--- config.mk ---
export PLATFORM = sky130hd
export DESIGN_NAME = jtag_dbgreg_tx
export DESIGN_NICKNAME = d
export VERILOG_FILES = /design/src/rtl/jtag_dbgreg_tx.sv
export SDC_FILE = /design/constraint.sdc
export NUM_CORES = 1
export LEC_CHECK = 0
export ABC_CLOCK_PERIOD_IN_PS = 1700
export BUFFER_PORTS_ARGS = -buffer_cell sky130_fd_sc_hd__buf_2
export CAP_MARGIN = 20
export CORE_UTILIZATION = 45
export DETAILED_ROUTE_END_ITERATION = 8
export PLACE_DENSITY = 0.71
export SLEW_MARGIN = 20
export SYNTH_ARGS = -nofsm -noshare
export SYNTH_HDL_FRONTEND = slang
export SYNTH_SLANG_ARGS = --single-unit
--- constraint.sdc ---
create_clock -name clk -period 1.7 [get_ports clk]
set_clock_uncertainty 0.05 [all_clocks]
set_input_delay 0.085 -clock clk [delete_from_list [all_inputs] [get_ports clk]]
set_output_delay 0.085 -clock clk [all_outputs]
set_load 0.01 [all_outputs]
--- src/rtl/jtag_dbgreg_tx.sv ---
// jtag_dbgreg_tx: loads a SoC word through a valid/ready holding register and
// shifts it out LSB-first on JTDO1 (ER1) or JTDO2 (ER2), framed by a leading
// valid flag. JTAG pins are oversampled in the clk48m domain.
module jtag_dbgreg_tx #(
  parameter int WIDTH = 32
) (
  input  logic             clk,
  input  logic             rst,
  input  logic             jtck,
  input  logic             jshift,
  input  logic             jupdate,
  input  logic             jce1,
  input  logic             jce2,
  input  logic             jrstn,
  output logic             jtdo1,
  output logic             jtdo2,
  input  logic [WIDTH-1:0] tx_data,
  input  logic             tx_sel,
  input  logic             tx_valid,
  output logic             tx_ready,
  output logic             tx_done
);

  typedef enum logic {IDLE, ARMED} state_t;

  // Bit positions inside the synchroniser vectors.
  localparam int S_SHIFT = 0;
  localparam int S_UPD   = 1;
  localparam int S_CE1   = 2;
  localparam int S_CE2   = 3;
  localparam int S_RSTN  = 4;

  logic [3:0]     tck_s_q, tck_s_d;
  logic [4:0]     sync1_q, sync1_d;
  logic [4:0]     sync2_q, sync2_d;
  state_t         state_q, state_d;
  logic           chan_q, chan_d;
  logic [WIDTH:0] sr_q, sr_d;
  logic [WIDTH-1:0] hold_data_q, hold_data_d;
  logic           hold_sel_q, hold_sel_d;
  logic           hold_full_q, hold_full_d;
  logic           tx_done_q, tx_done_d;
  logic           jtdo1_q, jtdo1_d;
  logic           jtdo2_q, jtdo2_d;

  logic tck_rise, tck_fall;
  logic s_shift, s_upd, s_ce1, s_ce2, s_rstn;
  logic consume;

  // TCK edge detection and two-flop synchronisation of the TAP control pins.
  always_comb begin
    tck_s_d  = {tck_s_q[2:0], jtck};
    sync1_d  = {jrstn, jce2, jce1, jupdate, jshift};
    sync2_d  = sync1_q;
    tck_rise = !tck_s_q[3] && tck_s_q[2];
    tck_fall = tck_s_q[3] && !tck_s_q[2];
    s_shift  = sync2_q[S_SHIFT];
    s_upd    = sync2_q[S_UPD];
    s_ce1    = sync2_q[S_CE1];
    s_ce2    = sync2_q[S_CE2];
    s_rstn   = sync2_q[S_RSTN];
  end

  // Frame FSM, shift register and holding register next-state logic.
  always_comb begin
    state_d     = state_q;
    chan_d      = chan_q;
    sr_d        = sr_q;
    hold_data_d = hold_data_q;
    hold_sel_d  = hold_sel_q;
    hold_full_d = hold_full_q;
    tx_done_d   = 1'b0;
    consume     = 1'b0;

    if (!s_rstn) begin
      // TAP reset aborts any frame but leaves a pending word in place.
      state_d = IDLE;
      sr_d    = '0;
    end else begin
      unique case (state_q)
        IDLE: begin
          if (tck_rise && (s_ce1 || s_ce2) && !s_shift) begin
            state_d = ARMED;
            chan_d  = s_ce2;
            if (hold_full_q && (hold_sel_q == s_ce2)) begin
              sr_d      = {hold_data_q, 1'b1};
              consume   = 1'b1;
              tx_done_d = 1'b1;
            end else begin
              sr_d = '0;
            end
          end
        end
        ARMED: begin
          // Zeros fill in from the top so over-long frames read zero.
          if (tck_fall && s_shift && (chan_q ? s_ce2 : s_ce1)) begin
            sr_d = {1'b0, sr_q[WIDTH:1]};
          end
          if (tck_rise && s_upd) begin
            state_d = IDLE;
          end
        end
        default: state_d = IDLE;
      endcase
    end

    // Capture looks at the pre-cycle holding state; a write into an empty
    // register in the same cycle simply waits for the next capture.
    if (consume) begin
      hold_full_d = 1'b0;
    end else if (tx_valid && !hold_full_q) begin
      hold_full_d = 1'b1;
      hold_data_d = tx_data;
      hold_sel_d  = tx_sel;
    end

    // Outputs follow the next state so frame bit 0 appears with tx_done.
    jtdo1_d = (state_d == ARMED && !chan_d) ? sr_d[0] : 1'b0;
    jtdo2_d = (state_d == ARMED &&  chan_d) ? sr_d[0] : 1'b0;
  end

  // State and output registers with synchronous reset.
  always_ff @(posedge clk) begin
    if (rst) begin
      tck_s_q     <= '0;
      sync1_q     <= '0;
      sync2_q     <= '0;
      state_q     <= IDLE;
      chan_q      <= 1'b0;
      sr_q        <= '0;
      hold_data_q <= '0;
      hold_sel_q  <= 1'b0;
      hold_full_q <= 1'b0;
      tx_done_q   <= 1'b0;
      jtdo1_q     <= 1'b0;
      jtdo2_q     <= 1'b0;
    end else begin
      tck_s_q     <= tck_s_d;
      sync1_q     <= sync1_d;
      sync2_q     <= sync2_d;
      state_q     <= state_d;
      chan_q      <= chan_d;
      sr_q        <= sr_d;
      hold_data_q <= hold_data_d;
      hold_sel_q  <= hold_sel_d;
      hold_full_q <= hold_full_d;
      tx_done_q   <= tx_done_d;
      jtdo1_q     <= jtdo1_d;
      jtdo2_q     <= jtdo2_d;
    end
  end

  assign tx_ready = !hold_full_q;
  assign tx_done  = tx_done_q;
  assign jtdo1    = jtdo1_q;
  assign jtdo2    = jtdo2_q;

endmodule

==> results of run 1 <==
## power by group
part / leakage (nW) / internal, mW / total (mW) / switching [mW]
Combinational: 0.701 / 0.155 / 0.304 / 0.149
Sequential: 0.701 / 2.07 / 2.11 / 0.0327
Clock: 0.116 / 0.907 / 1.61 / 0.708
Total: 1.52 / 3.14 / 4.02 / 0.889
## sequential cells by signal (all words and copies together) (netlist names)
register and count:
chan_q 1, hold_data_q 32, hold_full_q 1, hold_sel_q 1, jtdo1 1, jtdo2 1, sr_q 33, state_q 1
sync1_q 5, sync2_q 5, tck_s_q 4, tx_done 1
## worst paths after layout
| check | start | endpoint | slack [ps] | cells past startpoint |
|---|---|---|---|---|
| hold / removal | tx_valid | hold_full_q | 30 | 3 |
| setup reg to reg | chan_q | sr_q[15] | 160 | 5 |
| setup / recovery | chan_q | sr_q[15] | 160 | 5 |
| hold reg to reg | sync1_q[1] | sync2_q[1] | 390 | 1 |
## cell type report
cell class / count / share of cell area
flip-flops and latches: 86 / 0.413
repair buffers: 99 / 0.181
clock buffers: 11 / 0.0363
clock inverters: 5 / 0.0195
inverters: 3 / 0.00270
well taps: 96 / 0.0288
multi-input cells: 239 / 0.319
## layer usage
| layer | vias to the layer above | track usage | wire length [um] |
|---|---|---|---|
| met1 | 1305 | 0.241 | 3210 |
| li1 | 1439 | - | - |
| met3 | 6 | 0.0682 | 380 |
| met2 | 76 | 0.339 | 3330 |
| met5 | - | 0 | 0 |
| met4 | 0 | 0.0758 | 72 |
## stage by stage
| stage | hold slack (ps) | cells | area [um2] | total power, mW | setup WS (ps) |
|---|---|---|---|---|---|
| after global routing | 23.4 | 539 | 4170 | 4.21 | 63.8 |
| after detailed placement | 248 | 484 | 3540 | 2.39 | 154 |
| after floorplan | 163 | 362 | 3250 | 2.28 | 232 |
| final | 34.1 | 539 | 4170 | 4.02 | 158 |
| after CTS | 3.98 | 539 | 4170 | 4.08 | 147 |
| after global placement | 244 | 484 | 3540 | 2.38 | 197 |
## cell usage in the layout, fill, tap and decap left out, types with 2 or more instances in the layout
cell type and n:
a211oi_1 2, nand3_1 34, dlygate4sd3_1 39, dfxtp_1 86
nor2b_1 15, a21oi_1 66, clkbuf_8 11, nand2_1 68
buf_4 13, buf_12 2, a32oi_1 32, buf_2 45
bufinv_16 2, nor2_1 2, inv_1 3
## cells by family (layout without fill, tap and decap cells)
group / count (synthesis) / after routing / share of synthesized area
flops: 86 / 86 / 0.530
mux: 3 / 3 / 0.0112
compound gates: 105 / 105 / 0.207
simple gates: 130 / 130 / 0.186
buf+inv: 37 / 118 / 0.0635
xor+xnor: 1 / 1 / 0.00269
## worst reg2reg max path: stages, from the launching register on
cell and delay, ps:
dfxtp_1 370, mux2_4 330, and4_1 220, buf_12 170
a32oi_1 210, a21oi_1 90
## repair_timing
| action | CTS | global route |
|---|---|---|
| setup endpoints to repair | 0 | 0 |
| endpoints found under the hold margin | 39 | 0 |
| hold buffers | 39 | 0 |
| buffers inserted | 0 | 0 |
| resized for setup | 0 | 0 |
==> metrics.md, run 1 <==
| Metric | Value |
|---|---|
| Run status | complete, no violations |
| Routed Antenna Nets | 0 |
| Worst VDD drop | 0.558 mV |
| Register area | 0.00172 mm2 |
| First-pass GRT wire length | 11.7 mm |
| Core area | 0.00687 mm2 |
| CP peak stage delay | 370 ps |
| Routed wire length | 6.99 mm |
| Worst rel slew slack | 0.670 |
| Die area | 0.00757 mm2 |
| HPWL Detailed | 4.25 mm |
| Vias in the first global route | 2,618 |
| FF+latch count, synth | 86 |
| Final nets | 480 |
| Leak | 1.52 nW |
| Row count | 30 |
| Vias per cell | 5.24 |
| Overall die width | 87.0 um |
| Fill count | 610 |
| Power per cell area | 966 mW/mm2 |
| DRC viols | 0 |
| GR Util All Layers | 0.203 |
| Count leader, synth | dfxtp_1 |
| Synth Area per Inst | 8.98 um2 |
| First DRT Iteration DRCs | 176 |
| Final hold vios | 0 |
| Register area share after synthesis | 0.530 |
| H-tree Lvls | 3 |
| Final Max Tran Viols | 0 |
| CTS tree | done |
| Synth Instances | 362 |
| Min-delay worst type | in -> reg |
| Post-synth top area share | 0.530 |
| Delay-heaviest family, CP | flip-flops |
| Mapped cell area | 0.00325 mm2 |
| Die Span Y | 87.0 um |
| WP data arrival | 1740 ps |
| Required time of the critical path | 1890 ps |
| Critical Path, Cell by Cell | mux2_4 > and4_1 > buf_12 > a32oi_1 > a21oi_1 |
| Multi-input logic area | 0.00133 mm2 |
| Clk sinks | 86 |
| Port bufs | 45 |
| Post-Route Utilization | 0.607 |
| Worst-Margin Slew | 494 ps |
| Via Count | 2,826 |
| Grt total ovfl | 0 |
| Fin crit period | 1540 ps |
| Synth cell types | 32 |
| CTS max path bufs | 2 |
| Pre-antenna DRT Iters | 4 |
| Crit path launch type | flop |
| Setup tns final | 0 ps |
| Ys flop type | dfxtp_1 |
| Synth top area cells | dfxtp_1, a21oi_1, a32oi_1, nand2_1, nand3_1 |
| Largest net degree at the start of global routing | 50 |
| Gp weighted congestion | 0.754 |
| IO Count | 46 |
| Drt wl/cell | 13.0 um |
| Max frequency | 0.648 GHz |
| Setup Viol. Count Final | 0 |
| Diodes inserted | 0 |
| WP buf/inv | 1 |
| Slowest CP cell | dfxtp_1 |
| Ys async rst share | 0 |
| Share of post-route cells with drive strength above 1 | 0.185 |
| Clock Pin Slew Worst Setup and Hold Paths | 80 ps |
| Post-synth EDFFs | 0 |
| Ys Warns | 0 |
| CTS root buffer | clkbuf_8 |
| Final worst path period share | 0.907 |
| Biggest area consumer among synthesized cells | dfxtp_1 |
| Initial Util | 0.473 |
| Worst Path Max Fanout | 31 |
| Mapped Nets | 404 |
| Area Overhead vs Synth | 28.2% |
| Post-synth top cells | dfxtp_1, nand2_1, a21oi_1 |
| Worst Setup End Kind | flop |
| Critical path class | reg -> reg |
| Latest clock arrival within the worst-skew pair | 360 ps |
| RSZ-0062 raised after global routing | no |
| Initial antenna violation count | 0 |
| Max cap viols | 0 |
| Num CTS Buffers | 9 |
Power figures use the tool's default switching activity.
==> run 2: changes to the inputs <==
SETUP_SLACK_MARGIN = 0.3   (was default)
==> metrics.md, run 2 (synthesis gave the netlist of run 1 again) <==
| Metric | Value |
|---|---|
| Run status | complete, no violations |
| Crit path launch type | flop |
| Largest reg by FF count | sr_q |
| Final hold slack | 194 ps |
| CTS max path bufs | 2 |
| Num CTS Buffers | 9 |
| Most common cell after layout, fill and taps aside | dfxtp_1 |
| DRC viols | 0 |
| Max frequency | 0.642 GHz |
| Clock Pin Slew Worst Setup and Hold Paths | 90 ps |
| Clk sinks | 86 |
| Share of post-route cells with drive strength above 1 | 0.256 |
| H-tree Lvls | 3 |
| Final worst path period share | 0.917 |
| DRT met1 WL | 3.63 mm |
| Design area | 0.00456 mm2 |
| Fin crit period | 1560 ps |
| Worst VDD drop | 0.516 mV |
| Grt total ovfl | 0 |
| HPWL Detailed | 4.36 mm |
| Worst Setup End Kind | flop |
| Min-delay worst type | in -> reg |
| Met3 wire length | 491 um |
| IO Count | 46 |
| Final hold vios | 0 |
| First DRT Iteration DRCs | 124 |
| Critical path class | reg -> reg |
| Worst rel slew slack | 0.667 |
| Worst Path Max Fanout | 16 |
| Vias per cell | 5.47 |
| First-pass GRT wire length | 12.8 mm |
| Max cap viols | 0 |
| Area Overhead vs Synth | 40.3% |
| Latest clock arrival within the worst-skew pair | 360 ps |
| Largest net degree at the start of global routing | 50 |
| Via Count | 3,049 |
| Regs by FF count | sr_q x33, hold_data_q x32 |
| Final nets | 499 |
| Commonest non-fill, non-tap cells in the layout | dfxtp_1, nand2_1, a21oi_1 |
| Worst-Margin Slew | 500 ps |
| GR Util All Layers | 0.219 |
| Diodes inserted | 0 |
| Number of flip-flops in the largest register | 33 |
| Leak | 1.75 nW |
| Setup Viol. Count Final | 0 |
| WP data arrival | 1760 ps |
| Initial antenna violation count | 0 |
| Drt wl/cell | 15.6 um |
| CTS tree | done |
| Placed Cells incl. Taps | 486 |
| Vias in the first global route | 2,817 |
| Setup tns final | 0 ps |
| RSZ-0062 raised after global routing | yes |
| Final Max Tran Viols | 0 |
| Overall die width | 87.0 um |
| Routed Antenna Nets | 0 |
| Fin cells | 557 |
| Initial Util | 0.473 |
| Power per cell area | 877 mW/mm2 |
| Routed wire length | 8.70 mm |
| Met2 routed WL | 4.49 mm |
| Pre-antenna DRT Iters | 5 |
| Port bufs | 45 |
| Gp weighted congestion | 0.801 |
| DR top layer | met4 |
| Die area | 0.00757 mm2 |
| Die Span Y | 87.0 um |
| Core area | 0.00687 mm2 |
| Post-DP Area | 0.00357 mm2 |
| CTS root buffer | clkbuf_8 |
| Row count | 30 |
| Required time of the critical path | 1900 ps |
-- run 2: cell types whose count changed in the layout (fill, tap and decap cells not counted), sizes merged --
cell / before / now
buf: 60 / 73
clkbuf: 11 / 14
clkinv: 2 / 4
clkinvlp: 1 / 0
dlygate4sd3: 39 / 40
-- run 2: where the power goes --
part | switching [mW] | internal [mW]
sequential | 0.0356 | 2.07
combinational | 0.167 | 0.190
clock | 0.716 | 0.819
-- run 2: cell type report --
| cell class | count | area, um2 |
|---|---|---|
| Sequential cell | 86 | 1730 |
| Clock inverter | 6 | 87.6 |
| Fill cell | 565 | 2310 |
| Tap cell | 96 | 120 |
| Timing Repair Buffer | 118 | 1060 |
| Clock buffer | 9 | 124 |
| Multi-Input combinational cell | 239 | 1430 |
| Inverter | 3 | 11.3 |
-- run 2: timing repair --
item / in CTS / in global routing
setup buffers: 4 / 4
resized for setup: 14 / 20
endpoints found under the hold margin: 40 / 0
hold buffers: 40 / 0
cloned: 1 / 7
pin swaps: 13 / 14
setup endpoints to repair: 36 / 71
-- run 2: path summary, 6_finish.rpt --
path | startpoint | end | slack [ps] | depth (start not counted)
hold / removal | rst | sr_q[24] | 190 | 4
setup reg to reg | sync2_q[3] | sr_q[17] | 140 | 6
hold reg to reg | sync1_q[2] | sync2_q[2] | 390 | 1
setup / recovery | sync2_q[3] | sr_q[17] | 140 | 6
-- run 2: critical path: stages, from the launching register on --
cell and delay, ps:
dfxtp_2 330, buf_6 110, mux2_4 270, and4_4 220
buf_12 150, a32oi_2 220, a21oi_2 90
-- run 2: routing by layer --
metal  vias up  track usage
li1       1477            -
met1      1450        0.249
met2       114        0.398
met3         8       0.0626
met4         0       0.0591
met5         -            0
-- run 2: through the flow --
stage / worst slack (ps) / total power [mW] / util
6_report: 142 / 4.00 / 0.664
5_1_grt: 45.1 / 4.15 / 0.664
4_1_cts: 153 / 4.00 / 0.625
3_5_place_dp: 10.5 / 2.40 / 0.520
3_3_place_gp: 46.6 / 2.39 / 0.520
2_1_floorplan: 260 / 2.28 / -
